--- src/rtl/regfile_pkg.sv ---
// rtl/regfile_pkg.sv - shared constants, collision priority and read-mux select for regfile_sb
package regfile_pkg;

  localparam int DEF_DATA_W   = 8;
  localparam int DEF_NUM_REGS = 8;

  // Which write port owns a register when both target it in one cycle.
  typedef enum logic {
    PORT_A_WINS = 1'b0,
    PORT_B_WINS = 1'b1
  } collide_prio_e;

  localparam collide_prio_e COLLIDE_PRIO = PORT_B_WINS;

  // Source selected by a bypassed read.
  typedef enum logic [1:0] {
    SEL_ZERO = 2'd0,
    SEL_B    = 2'd1,
    SEL_A    = 2'd2,
    SEL_ARR  = 2'd3
  } rd_sel_e;

  // Width-agnostic read priority shared by rd1, rd2 and the debug capture:
  // hardwired zero first, then the colliding winner, then the other port,
  // then the stored array value.
  function automatic rd_sel_e read_sel(input logic zero_hit, input logic b_hit, input logic a_hit);
    rd_sel_e sel;
    if (zero_hit) begin
      sel = SEL_ZERO;
    end else if (COLLIDE_PRIO == PORT_B_WINS) begin
      sel = b_hit ? SEL_B : (a_hit ? SEL_A : SEL_ARR);
    end else begin
      sel = a_hit ? SEL_A : (b_hit ? SEL_B : SEL_ARR);
    end
    return sel;
  endfunction

endpackage

--- src/rtl/regfile_scoreboard.sv ---
// rtl/regfile_scoreboard.sv - per-register pending-write bits and RAW hazard flags
module regfile_scoreboard
  import regfile_pkg::*;
#(
  parameter int NUM_REGS = DEF_NUM_REGS,
  parameter int ADDR_W   = $clog2(NUM_REGS),
  parameter int ZERO_REG = 1
) (
  input  logic                clk,
  input  logic                reset,
  input  logic                eff_a,
  input  logic [ADDR_W-1:0]   wa_a,
  input  logic                eff_b,
  input  logic [ADDR_W-1:0]   wa_b,
  input  logic                issue_valid,
  input  logic [ADDR_W-1:0]   issue_rd,
  input  logic [ADDR_W-1:0]   ra1,
  input  logic [ADDR_W-1:0]   ra2,
  output logic                rs1_busy,
  output logic                rs2_busy,
  output logic [NUM_REGS-1:0] busy_vec
);

  logic [NUM_REGS-1:0] busy_q, busy_d;
  logic                issue_ok;

  assign issue_ok = issue_valid && !((ZERO_REG != 0) && (issue_rd == '0));

  // Next busy state: completing writes clear, a new issue sets last so it
  // supersedes a write retiring to the same register.
  always_comb begin
    busy_d = busy_q;
    if (eff_a)    busy_d[wa_a]     = 1'b0;
    if (eff_b)    busy_d[wa_b]     = 1'b0;
    if (issue_ok) busy_d[issue_rd] = 1'b1;
  end

  // Scoreboard register; reset dominates everything else.
  always_ff @(posedge clk) begin
    if (reset) busy_q <= '0;
    else       busy_q <= busy_d;
  end

  // A pending register is not a hazard when its producer retires this cycle,
  // since the bypass already delivers the value.
  always_comb begin
    rs1_busy = busy_q[ra1] && !(eff_a && (wa_a == ra1)) && !(eff_b && (wa_b == ra1))
               && !((ZERO_REG != 0) && (ra1 == '0));
    rs2_busy = busy_q[ra2] && !(eff_a && (wa_a == ra2)) && !(eff_b && (wa_b == ra2))
               && !((ZERO_REG != 0) && (ra2 == '0));
  end

  assign busy_vec = busy_q;

endmodule

--- src/rtl/regfile_sb.sv ---
// rtl/regfile_sb.sv - dual-write, dual-read register file with bypass, scoreboard and debug port
module regfile_sb
  import regfile_pkg::*;
#(
  parameter int DATA_W   = DEF_DATA_W,
  parameter int NUM_REGS = DEF_NUM_REGS,
  parameter int ADDR_W   = $clog2(NUM_REGS),
  parameter int ZERO_REG = 1
) (
  input  logic                clk,
  input  logic                reset,
  input  logic [ADDR_W-1:0]   ra1,
  input  logic [ADDR_W-1:0]   ra2,
  output logic [DATA_W-1:0]   rd1,
  output logic [DATA_W-1:0]   rd2,
  output logic                rs1_busy,
  output logic                rs2_busy,
  input  logic                we_a,
  input  logic [ADDR_W-1:0]   wa_a,
  input  logic [DATA_W-1:0]   wd_a,
  input  logic                we_b,
  input  logic [ADDR_W-1:0]   wa_b,
  input  logic [DATA_W-1:0]   wd_b,
  input  logic                issue_valid,
  input  logic [ADDR_W-1:0]   issue_rd,
  input  logic [ADDR_W-1:0]   dbg_addr,
  output logic [DATA_W-1:0]   dbg_data,
  output logic [NUM_REGS-1:0] busy_vec
);

  logic [DATA_W-1:0] regs_q [NUM_REGS];
  logic [DATA_W-1:0] regs_d [NUM_REGS];
  logic [DATA_W-1:0] dbg_q, dbg_d;
  logic              eff_a, eff_b, same_addr, wr_a_ok, wr_b_ok;

  // Writes to a hardwired-zero R0 are dropped entirely, including for bypass
  // and scoreboard purposes.
  always_comb begin
    eff_a     = we_a && !((ZERO_REG != 0) && (wa_a == '0));
    eff_b     = we_b && !((ZERO_REG != 0) && (wa_b == '0));
    same_addr = eff_a && eff_b && (wa_a == wa_b);
    wr_a_ok   = eff_a && !(same_addr && (COLLIDE_PRIO == PORT_B_WINS));
    wr_b_ok   = eff_b && !(same_addr && (COLLIDE_PRIO == PORT_A_WINS));
  end

  function automatic logic [DATA_W-1:0] read_port(input logic [ADDR_W-1:0] addr);
    logic [DATA_W-1:0] val;
    case (read_sel((ZERO_REG != 0) && (addr == '0), eff_b && (wa_b == addr), eff_a && (wa_a == addr)))
      SEL_ZERO: val = '0;
      SEL_B:    val = wd_b;
      SEL_A:    val = wd_a;
      default:  val = regs_q[addr];
    endcase
    return val;
  endfunction

  // Next array contents from the surviving write ports.
  always_comb begin
    regs_d = regs_q;
    if (wr_a_ok) regs_d[wa_a] = wd_a;
    if (wr_b_ok) regs_d[wa_b] = wd_b;
  end

  // Bypassed combinational reads and the value captured by the debug port.
  always_comb begin
    rd1   = read_port(ra1);
    rd2   = read_port(ra2);
    dbg_d = read_port(dbg_addr);
  end

  // Data array and debug register; reset wins over writes and capture.
  always_ff @(posedge clk) begin
    if (reset) begin
      for (int i = 0; i < NUM_REGS; i++) regs_q[i] <= '0;
      dbg_q <= '0;
    end else begin
      regs_q <= regs_d;
      dbg_q  <= dbg_d;
    end
  end

  assign dbg_data = dbg_q;

  regfile_scoreboard #(
    .NUM_REGS (NUM_REGS),
    .ADDR_W   (ADDR_W),
    .ZERO_REG (ZERO_REG)
  ) u_scoreboard (
    .clk         (clk),
    .reset       (reset),
    .eff_a       (eff_a),
    .wa_a        (wa_a),
    .eff_b       (eff_b),
    .wa_b        (wa_b),
    .issue_valid (issue_valid),
    .issue_rd    (issue_rd),
    .ra1         (ra1),
    .ra2         (ra2),
    .rs1_busy    (rs1_busy),
    .rs2_busy    (rs2_busy),
    .busy_vec    (busy_vec)
  );

endmodule

--- config.mk ---
export PLATFORM = sky130hd
export DESIGN_NAME = regfile_sb
export DESIGN_NICKNAME = d
export VERILOG_FILES = /design/src/rtl/regfile_pkg.sv /design/src/rtl/regfile_scoreboard.sv /design/src/rtl/regfile_sb.sv
export SDC_FILE = /design/constraint.sdc
export NUM_CORES = 1
export LEC_CHECK = 0
export BUFFER_PORTS_ARGS = -buffer_cell sky130_fd_sc_hd__buf_2
export CORE_MARGIN = 1
export CORE_UTILIZATION = 55
export DETAILED_ROUTE_END_ITERATION = 12
export GPL_ROUTABILITY_DRIVEN = 0
export PLACE_DENSITY = 0.73
export SYNTH_ARGS = -nofsm -noshare
export SYNTH_HDL_FRONTEND = slang
export SYNTH_HIERARCHICAL = 1
export SYNTH_SLANG_ARGS = --single-unit
--- constraint.sdc ---
create_clock -name clk -period 2.14 [get_ports clk]
set_input_delay 0.107 -clock clk [delete_from_list [all_inputs] [get_ports clk]]
set_output_delay 0.107 -clock clk [all_outputs]
set_load 0.1 [all_outputs]
* After elaboration in Yosys (flattened, before gate mapping)
Cells that the tools add are included.
** Cells by class
- Bitwise operators :: 10
- Reduce and logical (&&, ||, !) cells :: 42
- Equal/unequal tests :: 13
- Multiplexer cells :: 42
- Order comparisons :: 15
** Operator list (count)
- 64-bit bitwise mux :: 2
- 64-bit 2-to-1 mux :: 2
- 8-bit 2-to-1 mux :: 11
- 8-bit binary-select mux with 3-bit select :: 3
- 8-bit one-hot mux with 3 select lines :: 3
- 8-bit demux with 3-bit select :: 2
- 1-bit logical AND :: 23
- 3-bit equality test :: 7
- 4-bit greater-or-equal comparator, second input constant :: 5
- 3-bit by 4-bit < comparator with 1-bit output, second input constant :: 5
- 3-bit inverter with 4-bit output :: 5
- 3-bit logical NOT :: 6
- 8-bit bitwise AND :: 2
- 8-bit inverter :: 2
- 2-bit 2-to-1 mux :: 6
- 1-bit logical NOT :: 10
- 1-bit demux with 3-bit select :: 3
- 3-bit by 1-bit greater-or-equal comparator with 1-bit output, second input constant :: 3
- 4-bit by 1-bit < comparator with 1-bit output, second input constant :: 2
- 1-bit 2-to-1 mux :: 8
- 8-bit OR :: 1
- 1-bit binary-select mux with 3-bit select :: 2
- 2-bit by 1-bit equality test with 1-bit output, second input constant :: 3
- 2-bit equality test, second input constant :: 3
- 2-bit logical NOT :: 3
** Word-level totals
- Input bits :: 39
- Bits in registers :: 80
- Logic and storage cells :: 132
- Output and inout bits :: 34

* Depth between registers and ports, before layout
Gate-level depths: netlist (run 1).
- Depth after elaboration :: 11
- Mapped depth :: 7

* Cells and area by module
Netlist (run 1), hierarchy kept.
** Modules (own cells, without submodules)
- regfile_sb :: area an instance 5402.7 um2, cells an instance 550, instances 1, sequential area each 1441.4 um2
- regfile_scoreboard :: area an instance 743.2 um2, cells an instance 94, instances 1, sequential area each 160.2 um2

* Worst setup path before layout (run 1)
No wires, ideal clock.
- Path type :: register -> output
- Start point :: register u_scoreboard.busy_q[6], in the netlist u_scoreboard/busy_vec[6]
- End point :: output rs2_busy
- Arrival time :: 3.476 ns
- Slack :: -1.443 ns
- Cell stages (with the launch flop) :: 4
- Cells stage by stage :: dfxtp_1 -> mux4_2 -> nor2b_1 -> nor3_1
** Between the ends
- Longest elaborated chain between the ends :: 5
** RTL lines
- from (decl) :: RTL line regfile_scoreboard.sv:24 : logic [NUM_REGS-1:0] busy_q, busy_d;
- from (signal assigned) :: RTL line regfile_scoreboard.sv:41 : else busy_q <= busy_d;
- 1-bit binary-select mux with 3-bit select :: RTL line regfile_scoreboard.sv:49 : rs2_busy = busy_q[ra2] && !(eff_a && (wa_a == ra2)) && !(eff_b && (wa_b == ra2))
- 1-bit 2-to-1 mux (not written as such) :: RTL line regfile_scoreboard.sv:49
- 1-bit logical AND (2 in series) :: RTL line regfile_scoreboard.sv:49
- 1-bit logical AND :: RTL line regfile_scoreboard.sv:50 : && !((ZERO_REG != 0) && (ra2 == '0));
- to (decl) :: RTL line regfile_sb.sv:17 : output logic rs2_busy,
No other way between the ends. The select of a mux whose other input is x is not followed.

* Worst setup path after layout (run 1)
- Start point :: input wa_b[1]
- End point :: output rd1[0]
** Between the ends
- Longest elaborated chain between the ends :: 8
- Elaborated cells between the ends (all ways) :: 11
- Those cells by class :: 3 x eq/ne; 3 x mux; 5 x reduce/logical
** RTL lines
- from (decl) :: RTL line regfile_sb.sv:22 : input logic [ADDR_W-1:0] wa_b,
- 3-bit logical NOT :: RTL line regfile_sb.sv:40 : eff_b = we_b && !((ZERO_REG != 0) && (wa_b == '0));
- 1-bit logical NOT :: RTL line regfile_sb.sv:40
- 1-bit logical AND :: RTL line regfile_sb.sv:40
- 1-bit logical AND * :: RTL line regfile_sb.sv:48 : case (read_sel((ZERO_REG != 0) && (addr == '0), eff_b && (wa_b == addr), eff_a && (wa_a == addr)))
- 2-bit 2-to-1 mux * :: RTL line regfile_pkg.sv:31 : sel = b_hit ? SEL_B : (a_hit ? SEL_A : SEL_ARR);
- 2-bit 2-to-1 mux * :: RTL line regfile_pkg.sv:28 : if (zero_hit) begin
- 2-bit equality test (tied with other cells) :: RTL line regfile_sb.sv:48
- 8-bit one-hot mux with 3 select lines * :: RTL line regfile_sb.sv:48
- to (decl) :: RTL line regfile_sb.sv:14 : output logic [DATA_W-1:0] rd1,
Every way passes the cells marked *; elsewhere a longest branch is shown, timed or not.

==> flow_summary.yaml, run 1 <==
run_status:
  status: "finished clean"
place:
  place_ws_ns: -0.00714
  numPortBuffers: 72
  dp.cells: 830
  dp_hpwl_um: 14300
yosys:
  yosysTopAreaCell: "dfxtp_1"
  syn_inst: 644
  synthTopCellsByArea: "dfxtp_1 (26%), mux4_2 (18%), mux2i_1 (8.1%)"
  synth_edf_count: 0
  mappedNetlistArea_mm2: 0.00615
  yosysMostFrequentCell: "dfxtp_1"
  ys_seq_area_frac: 0.261
  synthFlopType: "dfxtp_1"
  yosys-top-cells-count: "dfxtp_1 (80), nor2_1 (65), mux2i_1 (50), mux4_2 (50), nand3_1 (42)"
  synth_area_per_cell_um2: 9.54
  syn_nets: 683
  ys_warn_count: 6
  yosys.area.top_type_share: 0.261
  async_flop_share: 0
  ys_ff_latch: 80
  synth_cell_type_count: 48
critical_path:
  cp_slowest_cell: "o41a_1"
  crit_path_end_kind: "output port"
  required_ns: 2.03
  cp_max_fo: 8
  cp.arrival_ns: 1.92
  slowest_delay_ns: 0.45
  critPathLaunchType: "input port"
  crit_path_cell_trace: "buf_2 > o31ai_4 > buf_4 > o41a_1 > nand2b_1 > o21ai_2 > buf_12"
  worstSetupPathType: "input port to output port"
clocking:
  path_clk_slew_ns: 0.09
  cts_buffers: 9
  cts_buffer_depth: 2
  cts.hold.buffers_added: 0
  cts_tree: "done"
  clk_latency_ns: 0.37
  root_buffer: "clkbuf_8"
  clkSinkCount: 80
  htreeDepth: 3
  postCtsSetupRepairBufs: 0
drt:
  drc: 0
  wl_per_cell_um: 24.6
  final_antenna_net_count: 0
  first_pass_iters: 5
  via_count: 6098
  routed_wl_um: 20800
  drtIter0Drc: 774
  via_per_inst: 7.21
power_and_ir_drop:
  seq_power_share: 0.378
  total_power_mw: 4.28
  p_clk_frac: 0.289
  p_switching_mw: 1.63
  power_density_mw_per_mm2: 588
  netSwitchingFraction: 0.381
  pwr-share-comb: 0.333
  peakVddDrop_uv: 316
  internal_power_mw: 2.65
  p_leak_nw: 2.70
finish:
  areaGrowthSynthToFinish_pct: 18.3
  fin_nets: 740
  finalNonFillerCells: 846
  n_antenna_cell: 0
  drive_above_1_share: 0.316
sta:
  max_freq_ghz: 0.494
  min_period_over_period: 0.946
  worstMarginPinSlew_ns: 1.03
  slew_headroom: 0.308
  finalSetupViolCount: 0
  setup_slack_ns: 0.115
  hold_viol_final: 0
  rsz0062_at_grt: "no"
  drv_slew: 0
  finClkSkew_ns: 0.0102
  period_needed_ns: 2.02
floorplan:
  die_w_um: 108
  start_util: 0.567
  num_rows: 38
  die_y_um: 108
  ios: 73
  die_area_mm2: 0.0116
  core_area_mm2: 0.0108
global_routing:
  grt_pass1_vias: 5952
  grt_overflow: 0
  grt_pass1_wl_um: 32300
  antenna_found_initial: 0
  grt_usage: 0.375
  grt_max_degree: 36
worst_hold_path:
  hold_path_class: "input port to register"
job:
  maxCapViolations: 0
[sequential cells by signal, indices dropped and copies added (netlist names)]
register and flops:
regs_q 64, dbg_data 8, u_scoreboard/busy_vec 8
[metrics by stage]
stage	utilization	hold WS [ns]	setup TNS, ns	instance area [µm²]
floorplan	-	0.259	-3.75	6220
global placement	0.650	0.408	-0.666	7040
detailed placement	0.650	0.411	-0.0224	7050
CTS	0.671	0.0120	0	7270
global route	0.671	0.0181	0	7270
finish	0.671	0.0212	0	7270
[final cells by class]
type | instances | area (µm²)
repair buffers | 119 | 1010
well taps | 140 | 175
inverters | 4 | 15.0
clock inverters | 6 | 76.3
flip-flops and latches | 80 | 1600
clock buffers | 10 | 138
fillers | 850 | 3570
multi-input cells | 487 | 4260
[power groups by stage]
stage	Clock, mW	Combinational, mW	Sequential [mW]
finish	1.24	1.42	1.61
global route	1.31	1.48	1.62
global placement	0	1.36	1.64
detailed placement	0	1.39	1.64
floorplan	0	0.881	1.72
CTS	1.24	1.40	1.61
[per-layer routing]
layer | up-vias | GRT usage | routed length (µm)
li1 | 2604 | - | -
met1 | 2928 | 0.495 | 7740
met2 | 477 | 0.561 | 9420
met3 | 89 | 0.100 | 2680
met4 | 0 | 0.195 | 962
met5 | - | 0 | 0
[kinds of logic after synthesis]
logic type      share of synthesized area
mux                                 0.279
flops                               0.261
simple gates                        0.158
buf+inv                            0.0619
xor+xnor                           0.0544
compound gates                      0.186
[cell usage in the layout (no fill, tap or decap), types with 20 or more instances in the layout]
cell and instances:
nand3_1 42, nor2b_1 21, mux4_2 50, nor2_1 64, mux2i_1 50, dfxtp_1 80
a311oi_1 26, buf_2 54, nand2_1 30, buf_12 20, a211oi_1 32, o21ai_0 24
buf_4 45
[worst max-delay path: cells and delay by family]
family / cells / cell delay, ns
compound gates: 3 / 0.75
buf+inv: 3 / 0.59
simple gates: 1 / 0.45
[repair_timing]
item                       in CTS  in global routing
resized for setup               1                  1
setup endpoints to repair       6                  7
gates cloned                    0                  0
[final timing paths]
kind | start | end | slack (ns) | cells past startpoint
max | wa_b[1] | rd1[0] | 0.12 | 7
min | issue_rd[2] | u_scoreboard/busy_vec[5]$_SDFF_PP0_ | 0.02 | 3
max reg2reg | regs_q[41]$_SDFF_PP0_ | dbg_data[1]$_SDFF_PP0_ | 0.54 | 4
min reg2reg | u_scoreboard/busy_vec[0]$_SDFF_PP0_ | u_scoreboard/busy_vec[0]$_SDFF_PP0_ | 0.48 | 2
(Power assumes the default switching activity.)
==> run 2, diff against run 1 <==
- clock period: 2.14 -> 2.6 ns (I/O delays scaled with it)
==> run 2 against run 1 <==
Compared with the run above:
- clock-buffer cell count up 1
- first-iteration DRC count down 5.2%
- critical path depth down 1
- critical endpoint is now rd2[7]
- largest power group unchanged
- die area unchanged
- sequential share of layout area up 0.76 points
- sequential power down 18%
- setup slack better by 0.13 ns
- via count down 2.7%
- clock skew about the same
- global-route usage down 1.3 points
- wire length down 2.4%
==> flow_summary.yaml, run 2 (synthesis results as in run 1) <==
sta:
  whs_ns: 0.0712
  finalSetupViolCount: 0
  tns_ns: 0
  drv_slew: 0
  slew_headroom: 0.215
  max_freq_ghz: 0.425
  min_period_over_period: 0.905
  finClkSkew_ns: 0.00973
  hold_viol_final: 0
  worstMarginPinSlew_ns: 1.17
  period_needed_ns: 2.35
  rsz0062_at_grt: "no"
worst_hold_path:
  hold_path_class: "input port to register"
  whs_endpoint: "u_scoreboard/busy_vec[6]$_SDFF_PP0_"
  hold_path_depth: 3
  worstHoldStart: "issue_rd[2]"
critical_path:
  regToRegStartpoint: "regs_q[0]$_SDFF_PP0_"
  required_ns: 2.47
  rrSetupSlack_ns: 1.04
  crit_path_end_kind: "output port"
  cp.arrival_ns: 2.22
  slowest_delay_ns: 0.55
  cp-startpoint: "wa_b[1]"
  worstSetupPathType: "input port to output port"
  r2r_cells: 4
  crit_path_cell_trace: "buf_2 > o31ai_4 > o41a_2 > nand2b_1 > o21ai_1 > buf_12"
  r2r-end: "dbg_data[0]$_SDFF_PP0_"
  cp_max_fo: 12
  critPathLaunchType: "input port"
  cp_slowest_cell: "o31ai_4"
power_and_ir_drop:
  power_density_mw_per_mm2: 487
  peakVddDrop_uv: 292
  p_leak_nw: 2.58
  total_power_mw: 3.43
clocking:
  cts_buffer_depth: 2
  root_buffer: "clkbuf_8"
  clkSinkCount: 80
  postCtsSetupRepairBufs: 0
  cts_tree: "done"
  cts_buffers: 9
  cts.hold.buffers_added: 0
  htreeDepth: 3
  path_clk_slew_ns: 0.08
  clk_latency_ns: 0.36
drt:
  drc: 0
  drtIter0Drc: 734
  routed_wl_um: 20300
  first_pass_iters: 6
  via_per_inst: 7.13
  wl_per_cell_um: 24.4
  final_antenna_net_count: 0
  via_count: 5933
finish:
  largest_reg_flops: 64
  largest-register: "regs_q"
  areaGrowthSynthToFinish_pct: 14.4
  layout_commonest_cell: "dfxtp_1"
  seq_area_mm2: 0.00160
  fin_nets: 726
  fillers: 893
  design_area_mm2: 0.00703
  most-common-layout-cells: "dfxtp_1 (80), nor2_1 (64), buf_2 (56)"
  multiInputGateArea_mm2: 0.00419
  final_core_util: 0.649
  n_antenna_cell: 0
  drive_above_1_share: 0.279
floorplan:
  die_y_um: 108
  die_w_um: 108
  core_area_mm2: 0.0108
  start_util: 0.567
  ios: 73
  num_rows: 38
  die_area_mm2: 0.0116
job:
  maxCapViolations: 0
place:
  dp_hpwl_um: 13900
  numPortBuffers: 72
  place_area_mm2: 0.00682
global_routing:
  grt_overflow: 0
  grt_usage: 0.362
  grt_pass1_vias: 5533
  grt_max_degree: 39
  grt_pass1_wl_um: 31200
  antenna_found_initial: 0
run_status:
  status: "finished clean"
## run 2: changes by cell type in the layout (fill, tap and decap cells not counted), sizes merged
cell,change
clkbuf,+1
inv,-1
buf,-14
## run 2: power by group
part | switching [mW] | internal [mW] | total, mW
logic | 0.740 | 0.374 | 1.11
clock network | 0.509 | 0.479 | 0.989
registers | 0.0455 | 1.28 | 1.32
total | 1.30 | 2.13 | 3.43
## run 2: final cells by class
type,instances,area share
clock inverter,5,0.00925
tap,140,0.0249
inverter,4,0.00214
timing repair buffer,105,0.121
multi-input combinational,487,0.595
sequential,80,0.228
clock buffer,11,0.0201
## run 2: worst max path at each step
stage / endpoint / slack (ns)
final: rd2[7] / 0.25
after global routing: rd2[4] / 0.16
after CTS: rd2[1] / 0.05
after detailed placement: rd2[4] / 0.07
after global placement: rd1[5] / -0.32
after floorplan: rd2[0] / -0.20
## run 2: metrics by stage
step                instances  setup WS (ns)
floorplan                 644         -0.203
global placement          815         -0.322
detailed placement        816         0.0729
CTS                       832         0.0473
global route              832          0.162
finish                    832          0.247
## run 2: routing by layer
layer,GRT usage,vias up,wire [µm]
met5,0,-,0
met4,0.180,0,918
met3,0.111,72,3140
met2,0.531,472,8870
met1,0.480,2819,7380
li1,-,2570,-
## run 2: repair_timing
item | in CTS | in global routing
setup endpoints to repair | 0 | 8
resized for setup | 0 | 1
endpoints found under the hold margin | 0 | 0
## run 2: critical path: cells and delay by family
family                 cells  cell delay (ns)
AO/OA/AOI/OAI              3             1.33
buffers and inverters      2             0.44
AND/OR/NAND/NOR            1             0.33
